## config.mk

```make
export PLATFORM = sky130hd
export DESIGN_NAME = pipe_ctrl
export DESIGN_NICKNAME = d
export VERILOG_FILES = /design/src/rtl/pipe_ctrl.sv
export SDC_FILE = /design/constraint.sdc
export NUM_CORES = 1
export LEC_CHECK = 0
export BUFFER_PORTS_ARGS = -buffer_cell sky130_fd_sc_hd__buf_2
export CORE_MARGIN = 4
export CORE_UTILIZATION = 51
export DETAILED_ROUTE_END_ITERATION = 7
export PLACE_DENSITY = 0.84
export SETUP_SLACK_MARGIN = 0.2
export SYNTH_ARGS = -nofsm -noshare
export SYNTH_HDL_FRONTEND = slang
export SYNTH_SLANG_ARGS = --single-unit
```

## constraint.sdc

```tcl
create_clock -name clk -period 6 [get_ports clk]
set_clock_uncertainty 0.15 [all_clocks]
set_input_delay 0.3 -clock clk [delete_from_list [all_inputs] [get_ports clk]]
set_output_delay 0.3 -clock clk [all_outputs]
set_load 0.01 [all_outputs]
```

## src/rtl/pipe_ctrl.sv

```systemverilog
// pipe_ctrl: 5-stage pipeline sequencer (stall/flush/redirect plus memory-wait watchdog).
// Optional performance counters are enabled with `define PIPE_CTRL_PERF_EN.
`default_nettype none

module pipe_ctrl #(
  parameter int XLEN        = 32,
  parameter int TMO_W       = 8,
  parameter int MEM_TIMEOUT = 200
) (
  input  logic            clk,
  input  logic            reset,
  input  logic            hazard_stall,
  input  logic            branch_taken,
  input  logic [XLEN-1:0] branch_target,
  input  logic            dmem_req,
  input  logic            dmem_ack,
  output logic            pc_en,
  output logic            if_id_en,
  output logic            id_exe_en,
  output logic            exe_mem_en,
  output logic            mem_wb_en,
  output logic            if_id_flush,
  output logic            id_exe_flush,
  output logic            redirect_valid,
  output logic [XLEN-1:0] redirect_pc,
`ifdef PIPE_CTRL_PERF_EN
  output logic [31:0]     hazard_cycles,
  output logic [31:0]     mem_wait_cycles,
`endif
  output logic            mem_timeout_err
);

  typedef enum logic [1:0] {
    ST_RUN      = 2'd0,
    ST_MEM_WAIT = 2'd1,
    ST_REDIRECT = 2'd2,
    ST_ERROR    = 2'd3
  } state_t;

  localparam logic [TMO_W-1:0] TMO_LIMIT = TMO_W'(MEM_TIMEOUT);

  state_t            state, state_n;
  logic [TMO_W-1:0]  wait_cnt, wait_cnt_n;
  logic [XLEN-1:0]   rpc_n;
  logic [4:0]        en;        // {pc, if_id, id_exe, exe_mem, mem_wb}
  logic              hazard_evt;
  logic              mem_stall;

  assign mem_stall = dmem_req && !dmem_ack;

  always_ff @(posedge clk) begin
    if (reset) begin
      state       <= ST_RUN;
      wait_cnt    <= '0;
      redirect_pc <= '0;
    end else begin
      state       <= state_n;
      wait_cnt    <= wait_cnt_n;
      redirect_pc <= rpc_n;
    end
  end

  always_comb begin
    state_n         = state;
    wait_cnt_n      = wait_cnt;
    rpc_n           = redirect_pc;
    en              = 5'b00000;
    if_id_flush     = 1'b0;
    id_exe_flush    = 1'b0;
    redirect_valid  = 1'b0;
    mem_timeout_err = 1'b0;
    hazard_evt      = 1'b0;

    case (state)
      ST_RUN: begin
        if (mem_stall) begin
          state_n    = ST_MEM_WAIT;
          wait_cnt_n = TMO_W'(1);
        end else if (branch_taken) begin
          en           = 5'b11111;
          if_id_flush  = 1'b1;
          id_exe_flush = 1'b1;
          rpc_n        = branch_target;
          state_n      = ST_REDIRECT;
        end else if (hazard_stall) begin
          // Hold PC and IF/ID, inject a bubble into ID/EXE, let older stages drain.
          en           = 5'b00111;
          id_exe_flush = 1'b1;
          hazard_evt   = 1'b1;
        end else begin
          en = 5'b11111;
        end
      end

      ST_MEM_WAIT: begin
        if (dmem_ack) begin
          en         = 5'b11111;
          state_n    = ST_RUN;
          wait_cnt_n = '0;
        end else if (wait_cnt == TMO_LIMIT) begin
          state_n = ST_ERROR;
        end else if (wait_cnt != {TMO_W{1'b1}}) begin
          wait_cnt_n = wait_cnt + 1'b1;
        end
      end

      ST_REDIRECT: begin
        redirect_valid = 1'b1;
        if_id_flush    = 1'b1;
        // The redirect itself always completes; only MEM and WB hold on a stall.
        if (mem_stall) begin
          en         = 5'b11100;
          state_n    = ST_MEM_WAIT;
          wait_cnt_n = TMO_W'(1);
        end else begin
          en      = 5'b11111;
          state_n = ST_RUN;
        end
      end

      default: begin
        mem_timeout_err = 1'b1;
      end
    endcase

    if (reset) begin
      en              = 5'b00000;
      if_id_flush     = 1'b1;
      id_exe_flush    = 1'b1;
      redirect_valid  = 1'b0;
      mem_timeout_err = 1'b0;
      hazard_evt      = 1'b0;
    end
  end

  assign pc_en      = en[4];
  assign if_id_en   = en[3];
  assign id_exe_en  = en[2];
  assign exe_mem_en = en[1];
  assign mem_wb_en  = en[0];

`ifdef PIPE_CTRL_PERF_EN
  always_ff @(posedge clk) begin
    if (reset) begin
      hazard_cycles   <= '0;
      mem_wait_cycles <= '0;
    end else begin
      if (hazard_evt) hazard_cycles <= hazard_cycles + 32'd1;
      if (state == ST_MEM_WAIT) mem_wait_cycles <= mem_wait_cycles + 32'd1;
    end
  end
`endif

endmodule

`default_nettype wire
```

* Word level (Yosys, flattened, before mapping)
Index checks and enable logic that the tools add are counted.
Cells by class: bitwise operators 1, muxes and demuxes 31, equal/unequal tests 9, reduce and logical (&&, ||, !) cells 10, add/subtract/negate cells 1
Operators with widths (count):
- $mux W8 | 4
- $mux W5 | 5
- $pmux W8 S2 | 1
- $pmux W5 S3 | 1
- $mux W1 | 13
- $ne A3 B3 Y1 const B | 4
- $mux W2 | 5
- $add A8 B1 Y8 const B | 1
- $eq A8 B8 Y1 const B | 1
- $ne A8 B8 Y1 const B | 1
- $pmux W2 S3 | 1
- $reduce_and A3 Y1 | 2
- $reduce_and A4 Y1 | 1
- $reduce_bool A3 Y1 | 1
- $reduce_or A3 Y1 | 1
- $eq A2 B1 Y1 const B | 1
- $eq A2 B2 Y1 const B | 1
- $logic_not A2 Y1 | 1
- $ne A2 B1 Y1 const B | 1
- $pmux W1 S2 | 1
- $reduce_bool A2 Y1 | 1
- $reduce_or A2 Y1 | 1
- $logic_and A1 B1 Y1 | 1
- $logic_not A1 Y1 | 1
- $not A1 Y1 | 1
Storage, ports and cells: input bits 38, output and inout port bits 41, register bits 42

* Depth between registers and ports, before layout
Gate-level depths: netlist (run 1).
depth after elaboration 5, mapped depth 7, mapped depth without buffers 6

* Least setup slack after synthesis (run 1)
No wires, ideal clock.
path type flip-flop to flip-flop, start reg state[0], end reg wait_cnt[7], clock period less this slack 2158 ps, buffers on the path 1, data required time 5792 ps, data arrival time 1950 ps, stages on the path, launching flop included 8, setup time 58 ps, path slack 3842 ps, path through dfxtp_1 > inv_1 > ha_1 > or3_1 > buf_6 > or3_1 > or4_1 > nand2_1
Between the ends: longest elaborated chain between the ends 4
RTL lines:
- from (decl) | RTL line 42 | state_t state, state_n;
- from (signal assigned) | RTL line 57 | state <= state_n;
- $eq A2 B2 Y1 or $logic_not A2 Y1 (tied branches) | RTL line 74 | case (state)
- $reduce_or A2 Y1 (no source line)
- $ne A2 B1 Y1 (no source line) or $reduce_bool A2 Y1 (tied branches)
- $reduce_and A4 Y1 (no source line)
- to (signal assigned) | RTL line 58 | wait_cnt <= wait_cnt_n;
- to (decl) | RTL line 43 | logic [TMO_W-1:0] wait_cnt, wait_cnt_n;
Several ways; a longest one is shown, not always the timed one. A chain may end at the register's enable or synchronous reset.

* Final worst setup path (run 1)
start reg state[0], end out if_id_flush
Between the ends: longest elaborated chain between the ends 3
RTL lines:
- $eq A2 B2 Y1 or $logic_not A2 Y1 (tied branches) | RTL line 74
- $pmux W1 S2 (*) | RTL line 74
- $mux W1 (*) | RTL line 126 | if (reset) begin
- to (decl) | RTL line 22 | output logic if_id_flush,
Mark *: on every way between the ends. The rest lies on a longest branch, timed or not.

==> results of run 1 <==
[kinds of logic (layout without fill, tap and decap cells)]
| kind of cell | after synthesis | in the layout | synth area share [%] |
|---|---|---|---|
| AO/OA/AOI/OAI | 65 | 65 | 19.8 |
| adder cells (fa/ha/maj) | 7 | 7 | 4.50 |
| buffers and inverters | 24 | 92 | 5.72 |
| flip-flops | 42 | 42 | 43.2 |
| AND/OR/NAND/NOR | 109 | 109 | 26.8 |
[final cells by class]
cell class	instances	area [um^2]
clock buffers	6	72.6
clock inverters	2	13.8
fillers	356	1290
inverters	5	18.8
multi-input cells	181	995
flip-flops and latches	42	841
well taps	48	60.1
repair buffers	79	398
[path summary, 6_finish.rpt]
kind / startpoint / end / slack, ps
max: state[0] / if_id_flush / 3170
min: branch_target[30] / redirect_pc[30] / 90
max reg2reg: state[0] / wait_cnt[6] / 3560
min reg2reg: redirect_pc[6] / redirect_pc[6] / 300
[through the flow]
step	cells	instance area, um^2	hold slack, ps
6_report	363	2400	86.5
5_1_grt	363	2400	75.4
4_1_cts	363	2400	79.0
3_5_place_dp	355	2310	296
3_3_place_gp	355	2310	289
2_1_floorplan	247	1950	255
[power breakdown]
| group | total [mW] | switching [mW] | internal (mW) |
|---|---|---|---|
| clock | 0.176 | 0.0944 | 0.0820 |
| combinational | 0.276 | 0.170 | 0.107 |
| sequential | 0.334 | 0.0210 | 0.313 |
[metal layers]
metal,GRT usage [%],share of wire (%)
met1,23.1,42
met4,5.74,0.62
met5,0,0
met3,6.52,7.8
met2,33.8,50
[flip-flops by register name, summed over array words and instances (netlist names)]
signal	count
redirect_pc	32
state	2
wait_cnt	8
[worst min-delay path, delay by kind of cell]
kind	cells	cell delay (ps)
simple gates	1	40
compound gates	1	50
buf+inv	1	90
[placed cells by master, fill, tap and decap left out, types with 4 or more instances in the layout]
master	synthesis	routed
ha_1	7	7
inv_1	5	5
nand2b_1	4	4
nor2_1	5	5
dfxtp_1	42	42
clkbuf_8	0	5
nand3_1	5	5
nand2_1	69	69
a21oi_1	42	42
or3_1	4	4
o31ai_1	6	6
buf_2	2	78
==> reports/results.tsv, run 1 <==
stage	metric	value	unit
power	leakage	1.09	nW
sta	setup_tns	0	ps
synth	Mapped Nets	292	
clock_tree	CTS Sinks	42	
detailed_routing	post-route ant nets	0	
place	pre-CTS setup slack	3450	ps
clock_tree	Clock transition at path regs	80	ps
synth	EDFF count, synth	0	
clock_tree	Worst-Skew Late Latency	290	ps
synth	post-synth top area cell	dfxtp_1	
grt	vias in the first global route	1891	
sta	setup violators final	0	
detailed_routing	Vias	1952	
setup_path	Worst Reg-to-Reg Cells	6	
floorplanning	Die Footprint	4870	um^2
clock_tree	CTS root buf	clkbuf_8	
sta	Slew HR	25.5	%
setup_path	CP Cell Sequence	inv_1 > ha_1 > and3_1 > or3_1 > buf_2	
sta	final hold vios	0	
clock_tree	CTS Buffer Depth	2	
synth	most frequent cells after synthesis	69 x nand2_1, 42 x a21oi_1, 42 x dfxtp_1	
synth	syn avg cell area	7.88	um^2
grt	first-pass GRT wire length	7980	um
place	number of I/O port buffers	78	
floorplanning	Die H	69.8	um
power	Final Power	786	uW
sta	RSZ-0062 raised after global routing	false	
synth	Post-synth top flop	dfxtp_1	
setup_path	CP max FO	33	
setup_path	slowest stage delay, CP	950	ps
clock_tree	total setup buffers inserted after CTS	0	
finish	Inserted Diodes	0	
setup_path	critical path class	reg2out	
synth	ys async rst share	0	%
min_path	Hold WC Path Type	in2reg	
setup_path	Crit. path cell count	5	
setup_path	CP bufs+invs	2	
finish	final core occ	65.0	%
clock_tree	CTS tree	done	
detailed_routing	wire per inst	13.0	um
synth	Cells after Synth	247	
sta	Max Clk Rate	354	MHz
power	PwrDens	328	nW/um^2
sta	Tcrit/Tclk final	47.1	%
synth	Syn Std Cell Area	1950	um^2
setup_path	Critical Path AT	2380	ps
setup_path	CP max-delay cell	and3_1	
floorplanning	die width	69.8	um
synth	synth top area cells	dfxtp_1 43%, nand2_1 13%, a21oi_1 11%, ha_1 4.5%, clkbuf_1 2.5%	
sta	Worst Slack Setup Final	3170	ps
setup_path	startpoint types	register	
floorplanning	total core area	3690	um^2
detailed_routing	Iter 0 DRT Violations	126	
grt	gr ovfl total	0	
detailed_routing	DRC Markers	0	
run	total of max-cap violations	0	
synth	Yosys warning count	0	
sta	Final min period	2830	ps
synth	number of synthesized register bits	42	
setup_path	Worst EP required	5550	ps
clock_tree	CTS Buf Count	5	
floorplanning	Ports	79	
setup_path	CP Capture Type	output port	
synth	Netlist cell types	39	
floorplanning	Starting Density	52.8	%
finish	Total Nets Final	359	
place	dpl hpwl	3440	um
place	RD Place Congestion	0.802	
grt	antenna violations before repair	0	
clock_tree	H-tree depth	2	
sta	Worst-Margin Slew	1120	ps
detailed_routing	Total Routed Length	4700	um
finish	Layout Area Growth over Synthesis	23.2	%
min_path	WHS Path Cells	3	
finish	share of layout cells above drive strength 1	28.6	%
synth	top-count cell post-synth	nand2_1	
power	Max VDD drop	0.203	mV
sta	Final Max Slew Viols	0	
clock_tree	CTS Hold Bufs	0	
clock_tree	post-CTS sizing	0	
grt	pin count of the biggest net entering global routing	51	
synth	post-synthesis sequential area ratio	43.2	%
floorplanning	row count	22	
synth	post-synth top area share	43.2	%
detailed_routing	Initial DRT Pass Iterations	4	
status	status	finished, final reports clean	
detailed_routing	Vias/cell	5.38	
setup_path	family with the most delay on the worst path	simple AND/OR/NAND/NOR gates	
grt	Tot GR Track Use	19.6	%
Power figures use the tool's default switching activity.
==> run 2: changes to the inputs <==
Settings changed: CORE_UTILIZATION 51 to 48, PLACE_DENSITY 0.84 to 0.8.
Clock period 6 ns to 2.95 ns, I/O delays scaled along.
==> reports/results.tsv, run 2 (synthesis gave the netlist of run 1 again) <==
stage	metric	value	unit
status	status	finished, final reports clean	
setup_path	worst reg2reg path endpoint	wait_cnt[6]	
clock_tree	post-CTS sizing	0	
grt	first-pass GRT wire length	9190	um
floorplanning	Ports	79	
floorplanning	row count	22	
detailed_routing	wire per inst	13.7	um
finish	commonest non-fill, non-tap cell in the layout	buf_2	
min_path	WHS Path Cells	3	
sta	Max Clk Rate	421	MHz
detailed_routing	Vias	2035	
finish	Inserted Diodes	0	
finish	Top Registers	redirect_pc: 32 flops, wait_cnt: 8 flops, state: 2 flops	
clock_tree	CTS Hold Bufs	33	
sta	RSZ-0062 raised after global routing	false	
floorplanning	Starting Density	51.3	%
run	total of max-cap violations	0	
finish	share of layout cells above drive strength 1	26.4	%
place	number of I/O port buffers	78	
setup_path	critical path class	reg2reg	
sta	setup violators final	0	
place	dpl hpwl	3270	um
finish	Layout Area Growth over Synthesis	43.4	%
min_path	Hold Crit Start	dmem_req	
finish	fillers	295	
place	RD Place Congestion	0.876	
clock_tree	CTS Sinks	42	
finish	largest register by flop count	redirect_pc	
setup_path	Worst Reg-to-Reg Cells	6	
grt	vias in the first global route	2004	
finish	Total Nets Final	393	
clock_tree	Worst-Skew Late Latency	290	ps
floorplanning	total core area	3800	um^2
clock_tree	CTS tree	done	
clock_tree	H-tree depth	2	
grt	antenna violations before repair	0	
sta	final hold vios	0	
detailed_routing	Initial DRT Pass Iterations	4	
floorplanning	Die H	71.7	um
finish	max reg flops	32	
sta	hold_ws	118	ps
clock_tree	CTS Buf Count	5	
setup_path	Worst R2R Setup Slack	570	ps
power	Max VDD drop	0.420	mV
grt	gr ovfl total	0	
sta	setup_tns	0	ps
floorplanning	Die Footprint	5140	um^2
clock_tree	CTS Buffer Depth	2	
setup_path	CP Capture Type	register	
sta	Slew HR	40.1	%
detailed_routing	post-route ant nets	0	
detailed_routing	Iter 0 DRT Violations	157	
sta	Final Max Slew Viols	0	
detailed_routing	DRC Markers	0	
power	Final Power	1.84	mW
sta	Final min period	2380	ps
sta	Tcrit/Tclk final	80.5	%
power	leakage	1.26	nW
clock_tree	total setup buffers inserted after CTS	0	
grt	Tot GR Track Use	22.0	%
finish	multi-input logic area	995	um^2
min_path	Hold EP	state[0]	
clock_tree	Clock transition at path regs	80	ps
setup_path	CP max FO	10	
power	PwrDens	658	nW/um^2
floorplanning	die width	71.7	um
setup_path	startpoint types	register	
setup_path	Critical Path AT	2440	ps
clock_tree	CTS root buf	clkbuf_8	
setup_path	Worst EP required	3020	ps
finish	commonest cells after routing, fill and taps aside	78 x buf_2, 69 x nand2_1, 42 x a21oi_1, 42 x dfxtp_1, 33 x dlygate4sd3_1	
detailed_routing	Total Routed Length	5440	um
grt	pin count of the biggest net entering global routing	51	
sta	Worst-Margin Slew	898	ps
detailed_routing	Vias/cell	5.13	
finish	Sequential cell area	841	um^2
setup_path	R2R Path Start	state[0]	
min_path	Hold WC Path Type	in2reg	
-- run 2: changes by cell type in the layout (fill, tap and decap cells not counted), sizes merged --
cell	previous run	this run
clkinv	2	0
bufinv	0	2
buf	79	80
dlygate4sd3	0	33
-- run 2: where the power goes --
| part | internal [mW] | switching [mW] | leakage (nW) |
|---|---|---|---|
| Combinational | 0.248 | 0.351 | 0.841 |
| Sequential | 0.636 | 0.0454 | 0.343 |
| Clock | 0.361 | 0.197 | 0.0714 |
| Total | 1.24 | 0.593 | 1.26 |
-- run 2: per-stage QoR --
| stage | worst slack [ps] | instance area [um^2] | std cells | util (%) |
|---|---|---|---|---|
| floorplan | 792 | 1950 | 247 | - |
| global placement | 689 | 2320 | 356 | 61.1 |
| detailed placement | 599 | 2320 | 356 | 61.1 |
| CTS | 597 | 2790 | 397 | 73.5 |
| global route | 456 | 2790 | 397 | 73.5 |
| finish | 575 | 2790 | 397 | 73.5 |
-- run 2: worst max-delay path by stage --
stage,startpoint,to
finish,state[0],wait_cnt[6]
detailed placement,state[0],wait_cnt[6]
floorplan,state[0],wait_cnt[7]
global placement,state[0],wait_cnt[6]
CTS,state[0],wait_cnt[6]
global route,state[0],wait_cnt[6]
-- run 2: final cells by class --
| class | count | share of cell area [%] |
|---|---|---|
| Clock buffer | 6 | 2.96 |
| Clock inverter | 2 | 2.15 |
| Inverter | 5 | 0.672 |
| Multi-Input combinational cell | 181 | 35.6 |
| Sequential cell | 42 | 30.1 |
| Tap cell | 48 | 2.15 |
| Timing Repair Buffer | 113 | 26.3 |
-- run 2: worst max-delay path, cell delays in order, from the launching register on --
cell and delay (ps):
dfxtp_1 420, inv_1 110, ha_1 280, or3_1 510
a21oi_1 320, or3b_1 380, a21oi_1 140
-- run 2: per-layer routing --
metal  global-route usage (%)  share of wire, %  vias up
li1                         -                 -     1045
met2                     37.6                49       71
met3                     5.47               6.4       12
met4                     8.77               3.3        0
met5                        0                 0        -
met1                     26.5                41      907
